<file path="src/rtl/sys_defs.sv">
//------------------------------------------------------------------------------
// sys_defs : shared pipeline width macros used across execute/writeback RTL.
// Revision : 1.0
//------------------------------------------------------------------------------
`ifndef SYS_DEFS_SV
`define SYS_DEFS_SV
`default_nettype none

`define PRF_IDX_W 6
`define ROB_IDX_W 5
`define BR_MASK_W 4
// Number of common data buses; a multi-CDB writeback will key off this.
`define CDB_W     1

`default_nettype wire
`endif

</file>
<file path="src/rtl/fu_cdb_arb_pkg.sv">
//------------------------------------------------------------------------------
// fu_cdb_arb_pkg : types and helpers shared by the CDB writeback arbiter.
// Revision       : 1.0
//------------------------------------------------------------------------------
`ifndef PRF_IDX_W
`include "sys_defs.sv"
`endif
`default_nettype none

package fu_cdb_arb_pkg;

    localparam int XLEN      = 64;
    localparam int PRF_IDX_W = `PRF_IDX_W;
    localparam int ROB_W     = `ROB_IDX_W + 1;
    localparam int BR_MASK_W = `BR_MASK_W;

    typedef struct packed {
        logic                 valid;
        logic [XLEN-1:0]      result;
        logic [PRF_IDX_W-1:0] dest_tag;
        logic [ROB_W-1:0]     rob_idx;
        logic [BR_MASK_W-1:0] br_mask;
    } cdb_pkt_t;

    // A correctly resolved branch no longer guards the instruction.
    function automatic logic [BR_MASK_W-1:0] fix_br_mask(
        input logic [BR_MASK_W-1:0] mask,
        input logic                 correct,
        input logic [BR_MASK_W-1:0] tag
    );
        return correct ? (mask & ~tag) : mask;
    endfunction

endpackage

`default_nettype wire

</file>
<file path="src/rtl/rr_arbiter.sv">
//------------------------------------------------------------------------------
// rr_arbiter : combinational round-robin arbiter, one-hot grant from ptr_i up.
// Revision   : 1.0
//------------------------------------------------------------------------------
`default_nettype none

module rr_arbiter #(
    parameter int N = 4
) (
    input  logic [N-1:0]         req_i,
    input  logic [$clog2(N)-1:0] ptr_i,
    output logic [N-1:0]         gnt_o
);

    localparam int PTR_W = $clog2(N);

    logic             w_found;
    logic [PTR_W-1:0] w_idx;

    always_comb begin
        gnt_o   = '0;
        w_found = 1'b0;
        w_idx   = '0;
        for (int k = 0; k < N; k++) begin
            w_idx = PTR_W'((int'(ptr_i) + k) % N);
            if (!w_found && req_i[w_idx]) begin
                gnt_o[w_idx] = 1'b1;
                w_found      = 1'b1;
            end
        end
    end

endmodule

`default_nettype wire

</file>
<file path="src/rtl/fu_cdb_arb.sv">
//------------------------------------------------------------------------------
// fu_cdb_arb : round-robin sharing of one registered CDB among NUM_FU ALUs.
// Revision   : 1.0
//------------------------------------------------------------------------------
`default_nettype none

module fu_cdb_arb
    import fu_cdb_arb_pkg::*;
#(
    parameter int NUM_FU = 4
) (
    input  logic                        clk,
    input  logic                        rst,
    input  logic [NUM_FU-1:0]           fu_done_i,
    input  logic [NUM_FU*XLEN-1:0]      fu_result_i,
    input  logic [NUM_FU*PRF_IDX_W-1:0] fu_dest_tag_i,
    input  logic [NUM_FU*ROB_W-1:0]     fu_rob_idx_i,
    input  logic [NUM_FU*BR_MASK_W-1:0] fu_br_mask_i,
    input  logic                        rob_br_recovery_i,
    input  logic                        rob_br_pred_correct_i,
    input  logic [BR_MASK_W-1:0]        rob_br_tag_fix_i,
    output logic [NUM_FU-1:0]           fu_stall_o,
    output logic                        cdb_valid_o,
    output logic [XLEN-1:0]             cdb_result_o,
    output logic [PRF_IDX_W-1:0]        cdb_dest_tag_o,
    output logic [ROB_W-1:0]            cdb_rob_idx_o,
    output logic [BR_MASK_W-1:0]        cdb_br_mask_o
);

    localparam int PTR_W = $clog2(NUM_FU);

    logic [PTR_W-1:0]     ptr_q, ptr_d;
    cdb_pkt_t             cdb_q, cdb_d;
    logic [NUM_FU-1:0]    w_elig, w_gnt;
    logic [PTR_W-1:0]     w_gnt_idx;
    logic [BR_MASK_W-1:0] w_mask;

    // Recovery blocks grants and stalls; the ALUs squash or freeze themselves.
    assign w_elig = fu_done_i & ~{NUM_FU{rob_br_recovery_i}};

    rr_arbiter #(.N(NUM_FU)) u_rr (
        .req_i (w_elig),
        .ptr_i (ptr_q),
        .gnt_o (w_gnt)
    );

    assign fu_stall_o = rst ? '0 : (fu_done_i & ~w_gnt & ~{NUM_FU{rob_br_recovery_i}});

    always_comb begin
        cdb_d     = '0;
        w_gnt_idx = '0;
        w_mask    = '0;
        for (int i = 0; i < NUM_FU; i++) begin
            if (w_gnt[i]) begin
                w_gnt_idx      = PTR_W'(i);
                cdb_d.result   = fu_result_i[XLEN*i +: XLEN];
                cdb_d.dest_tag = fu_dest_tag_i[PRF_IDX_W*i +: PRF_IDX_W];
                cdb_d.rob_idx  = fu_rob_idx_i[ROB_W*i +: ROB_W];
                w_mask         = fu_br_mask_i[BR_MASK_W*i +: BR_MASK_W];
            end
        end
        cdb_d.valid   = |w_gnt;
        cdb_d.br_mask = fix_br_mask(w_mask, rob_br_pred_correct_i, rob_br_tag_fix_i);

        ptr_d = ptr_q;
        if (|w_gnt) begin
            ptr_d = (w_gnt_idx == PTR_W'(NUM_FU - 1)) ? '0 : w_gnt_idx + 1'b1;
        end
    end

    always_ff @(posedge clk) begin
        if (rst) begin
            cdb_q <= '0;
            ptr_q <= '0;
        end else begin
            cdb_q <= cdb_d;
            ptr_q <= ptr_d;
        end
    end

    assign cdb_valid_o    = cdb_q.valid;
    assign cdb_result_o   = cdb_q.result;
    assign cdb_dest_tag_o = cdb_q.dest_tag;
    assign cdb_rob_idx_o  = cdb_q.rob_idx;
    assign cdb_br_mask_o  = cdb_q.br_mask;

endmodule

`default_nettype wire

</file>
<file path="config.mk">
export PLATFORM = sky130hd
export DESIGN_NAME = fu_cdb_arb
export DESIGN_NICKNAME = d
export VERILOG_FILES = /design/src/rtl/fu_cdb_arb_pkg.sv /design/src/rtl/rr_arbiter.sv /design/src/rtl/fu_cdb_arb.sv
export VERILOG_INCLUDE_DIRS = /design/src /design/src/rtl
export SDC_FILE = /design/constraint.sdc
export NUM_CORES = 1
export LEC_CHECK = 0
export CAP_MARGIN = 5
export CORE_AREA = 3 3 161 163
export CTS_CLUSTER_SIZE = 12
export DETAILED_ROUTE_END_ITERATION = 8
export DIE_AREA = 0 0 164 166
export PLACE_DENSITY = 0.57
export SYNTH_ARGS = -nofsm -noshare
export SYNTH_HDL_FRONTEND = slang
export SYNTH_SLANG_ARGS = --single-unit
</file>
<file path="constraint.sdc">
create_clock -name clk -period 4.4 [get_ports clk]
set_input_delay 0.66 -clock clk [delete_from_list [all_inputs] [get_ports clk]]
set_output_delay 0.66 -clock clk [all_outputs]
set_load 0.02 [all_outputs]
</file>
## Yosys cells after proc, flatten, opt, wreduce, memory -nomap -nowiden

Index checks and enable logic that the tools add are counted.

- Logic and storage cells: 77
- Output and inout port bits: 85
- Bits of input ports: 332
- Flip-flop bits (word level): 83

- Reductions and logical operators: 11
- Multiplexer cells: 37
- $lt $le $gt $ge: 8
- Bitwise operators: 10
- Eq/ne operators: 1
- $add $sub $neg: 4

Operator list:

| cell | count |
|---|---|
| two-way mux 76 bit | 4 |
| two-way mux 4 bit | 10 |
| AND 4 bit | 4 |
| < comparator 2 x 3 -> 1 bit (second input constant) | 4 |
| two-way mux 1 bit | 12 |
| NOT 4 bit | 3 |
| OR 4 bit | 3 |
| binary-select mux 1 bit (select 2 bit) | 4 |
| demux 1 bit (select 2 bit) | 4 |
| greater-or-equal comparator 2 x 1 -> 1 bit (second input constant) | 4 |
| logical AND 1 bit | 7 |
| two-way mux 2 bit | 3 |
| adder 2 x 1 -> 2 bit (second input constant) | 2 |
| adder 2 bit (second input constant) | 2 |
| OR reduction 4 bit | 1 |
| zero test 1 bit | 3 |
| equality test 2 bit (second input constant) | 1 |

## Longest topological paths before layout

- Depth after elaboration: 20
- Gate-level depth with buffers: 13
- Depth with buffers taken out: 8

## Hierarchy

Synthesis repeated with hierarchy kept, for this count alone.

- Cells, all modules: 602
- Area total of the unflattened synthesis: 4948.5 µm²

By module, submodules not included:

| module | seq. area each (µm²) | area each (µm²) | cells an instance | times used |
|---|---|---|---|---|
| fu_cdb_arb | 1661.6 | 4610.7 | 566 | 1 |
| rr_arbiter | 0.0 | 337.8 | 36 | 1 |

## Worst setup path after synthesis

Ideal clock, no wire load.

- Path kind: reg2out
- Start point: reg ptr_q[0]
- End point: out fu_stall_o[2]
- Arrival: 2.785 ns
- Path slack: 0.955 ns
- Buffers on the path: 4
- Cell stages (with the launch flop): 12
- Path through: dfxtp_1 > inv_1 > ha_1 > buf_6 > or3b_1 > a2111oi_4 > o21ai_1 > and3_1 > buf_4 > buf_6 > buf_6 > and3_1

- Word-level cells in the longest chain between the ends: 16
- Elaborated cells on any way between the ends: 51
- Those cells by class: add/sub (3); order compare (8); mux (24); bitwise (6); reduce/logical (10)

RTL lines:

| item | line | RTL |
|---|---|---|
| start: declaration | fu_cdb_arb.sv:32 | `logic [PTR_W-1:0] ptr_q, ptr_d;` |
| start signal: assignment | fu_cdb_arb.sv:77 | `ptr_q <= ptr_d;` |
| parallel branches: the longest is 11 deep, another holds < comparator 2 x 3 -> 1 bit | - |  |
| two-way mux 4 bit * | rr_arbiter.sv:26 | `if (!w_found && req_i[w_idx]) begin` |
| NOT 4 bit * | fu_cdb_arb.sv:47 | `assign fu_stall_o = rst ? '0 : (fu_done_i & ~w_gnt & ~{NUM_FU{rob_br_recovery_i}});` |
| AND 4 bit * (2 in a row) | fu_cdb_arb.sv:47 |  |
| two-way mux 4 bit * | fu_cdb_arb.sv:47 |  |
| end: declaration | fu_cdb_arb.sv:22 | `output logic [NUM_FU-1:0] fu_stall_o,` |

Mark *: on every way between the ends. The select of a mux whose other input is x is not followed.

## Worst setup path in the final report

- Start point: reg ptr_q[0]
- End point: out fu_stall_o[3]

The elaborated chain is that of the path after synthesis.

==> reports/metrics.yaml <==
syn_area_per_cell_sq_um: 7.97
synth_cell_types: 45
max-clock-path-buffers: 2
synth_cells: 634
overflow: 0
area.growth.synth_to_final_pct: 93.6
drc: 0
cts_resized: 0
avgRoutedWirePerCell_um: 21.1
die-width_um: 164
dp_hpwl_um: 19900
fmaxAchievable_ghz: 0.237
wirelength_um: 28000
path_max_fanout: 10
hold_viol_final: 0
fin_hold_ws_ns: 0.635
grt_usage_pct: 19.1
path_clk_slew_ns: 0.06
worstMarginPinSlew_ns: 0.886
dieArea_sq_um: 27200
ant_nets: 0
irDropWorstVdd_uv: 247
status: "finished clean"
gp_congestion: 0.872
power_density_nw_per_um2: 433
ys_ff_latch: 83
drt_iter0_markers: 580
rows: 57
grt_first_pass_wirelength_um: 40700
fin_setup_tns_ns: 0
synthFlopType: "dfxtp_1"
slew_headroom_pct: 40.9
async_reset_ff_share_pct: 0
yosysWarnings: 0
finalPower_mw: 4.24
postCtsSetupRepairBufs: 0
syn_area_sq_um: 5060
yosysSeqAreaShare_pct: 32.9
critPathRequiredTime_ns: 3.74
setup_violations: 0
grt_start_max_net_pins: 158
htree_levels: 3
finalMaxSlewViolations: 0
power.leakage_nw: 3.28
grt_pass1_vias: 6628
die_y_um: 166
antenna_found_initial: 1
synth_edf_count: 0
critical_path_class: "reg2out"
dr.pass1.iters: 4
synth_largest_area_cell: "dfxtp_1"
start_util_pct: 20.7
io_buffers: 416
hold_path_class: "reg2reg"
tritoncts: "built"
holdBufCountCts: 0
critPathArrivalTime_ns: 3.55
clock-root-buffer: "clkbuf_16"
rsz0062_at_grt: "false"
io_pins: 417
cap_violations: 0
final_nets: 1336
synth_nets: 972
skew_ns: 0.0118
cts.sinks: 83
vias_per_cell: 5.05
synth.top_cell.area_share_pct: 32.9
min_period_ns: 4.21
cts_buffers: 9
min_period_over_period_pct: 95.7
vias: 6712
cp-end-kind: "primary output"
clock_latency_ns: 0.34
synthTopCellsByArea: "dfxtp_1 33%, a311oi_1 13%, nand4_1 9.4%, nand3_1 8.1%, a21oi_1 8.0%"
critPathLaunchType: "register"
core_area_sq_um: 24500
drive_gt1_share_pct: 5.28
## critical path, stage by stage (launching register included)
cell and delay, ns:
dfxtp_1 0.51, inv_1 0.16, ha_1 0.44, or3b_1 0.45, a2111oi_4 0.49, o21ai_1 0.22, o2111a_4 0.22, and3_1 0.18
clkdlybuf4s50_1 0.55
## metal layers
metal / part of all wire, % / track usage [%]
met5: 0 / 0
met4: 2.5 / 5.66
met1: 41 / 24.0
met2: 49 / 32.9
met3: 7.1 / 3.97
## power by group
group,switching (mW),internal [mW]
combinational,1.32,1.04
sequential,0.0605,0.933
clock,0.354,0.532
total,1.74,2.50
## registers in the layout, indices dropped and copies added (netlist names)
register and count:
cdb_valid_o 1, cdb_rob_idx_o 6, cdb_br_mask_o 4, cdb_dest_tag_o 6, cdb_result_o 64, ptr_q 2
## layout make-up
type,count,area (sq um)
fillers,2515,14700
repair buffers,432,4380
multi-input cells,469,2990
flip-flops and latches,83,1660
well taps,324,405
clock buffers,11,253
clock inverters,5,83.8
inverters,3,11.3
diodes,1,2.50
## kinds of logic (layout without fill, tap and decap cells)
group | Yosys count | after routing | synth area share, %
AND/OR/NAND/NOR | 269 | 269 | 28.2
AO/OA/AOI/OAI | 186 | 186 | 26.4
flip-flops | 83 | 83 | 32.9
buffers and inverters | 82 | 451 | 8.93
multiplexers | 8 | 8 | 2.15
adder cells (fa/ha/maj) | 6 | 6 | 1.48
other | 0 | 1 | 0
## metrics by stage
stage | instances | area [sq um] | worst slack (ns) | util, %
5_1_grt | 1328 | 9790 | 0.00151 | 40.0
3_5_place_dp | 1311 | 9450 | 0.382 | 38.6
3_3_place_gp | 1311 | 9450 | 0.378 | 38.6
2_1_floorplan | 634 | 5060 | 0.955 | -
6_report | 1328 | 9790 | 0.187 | 40.0
4_1_cts | 1327 | 9790 | 0.174 | 40.0
## Yosys cell counts, types with 2 or more instances
| master | instances |
|---|---|
| and3_1 | 6 |
| ha_1 | 6 |
| mux2_2 | 3 |
| nor2_1 | 80 |
| a211oi_1 | 2 |
| nor2b_1 | 2 |
| buf_1 | 7 |
| a311oi_1 | 76 |
| and4_1 | 5 |
| clkbuf_1 | 16 |
| buf_4 | 3 |
| inv_1 | 3 |
| nand3_1 | 82 |
| nand4_1 | 76 |
| buf_2 | 43 |
| and3b_1 | 3 |
| nand3b_1 | 3 |
| dfxtp_1 | 83 |
| a21oi_1 | 81 |
| buf_6 | 9 |
| nand3_2 | 2 |
| or3b_1 | 2 |
| mux2i_1 | 3 |
| a221oi_1 | 4 |
| nand2b_1 | 3 |
| o211ai_2 | 3 |
| o21ai_1 | 10 |
## cells in the final DEF (no fill, tap or decap), types with 4 or more instances in the layout
cell type        instances
and4_1                   5
nor2_1                  80
and3_1                   4
nand4_1                 76
buf_12                   8
a311oi_1                76
a221oi_1                 4
dfxtp_1                 83
clkdlybuf4s50_1        415
clkbuf_16                9
a21oi_1                 81
ha_1                     6
o21ai_1                 10
nand3_1                 82
buf_4                    8
## final timing paths
check | from | to | slack, ns | depth (start not counted)
setup / recovery | ptr_q[0] | fu_stall_o[3] | 0.19 | 8
hold / removal | ptr_q[1] | ptr_q[1] | 0.63 | 2
setup reg to reg | ptr_q[1] | cdb_result_o[62] | 0.63 | 9
hold reg to reg | ptr_q[1] | ptr_q[1] | 0.63 | 2
Power figures use the tool's default switching activity.
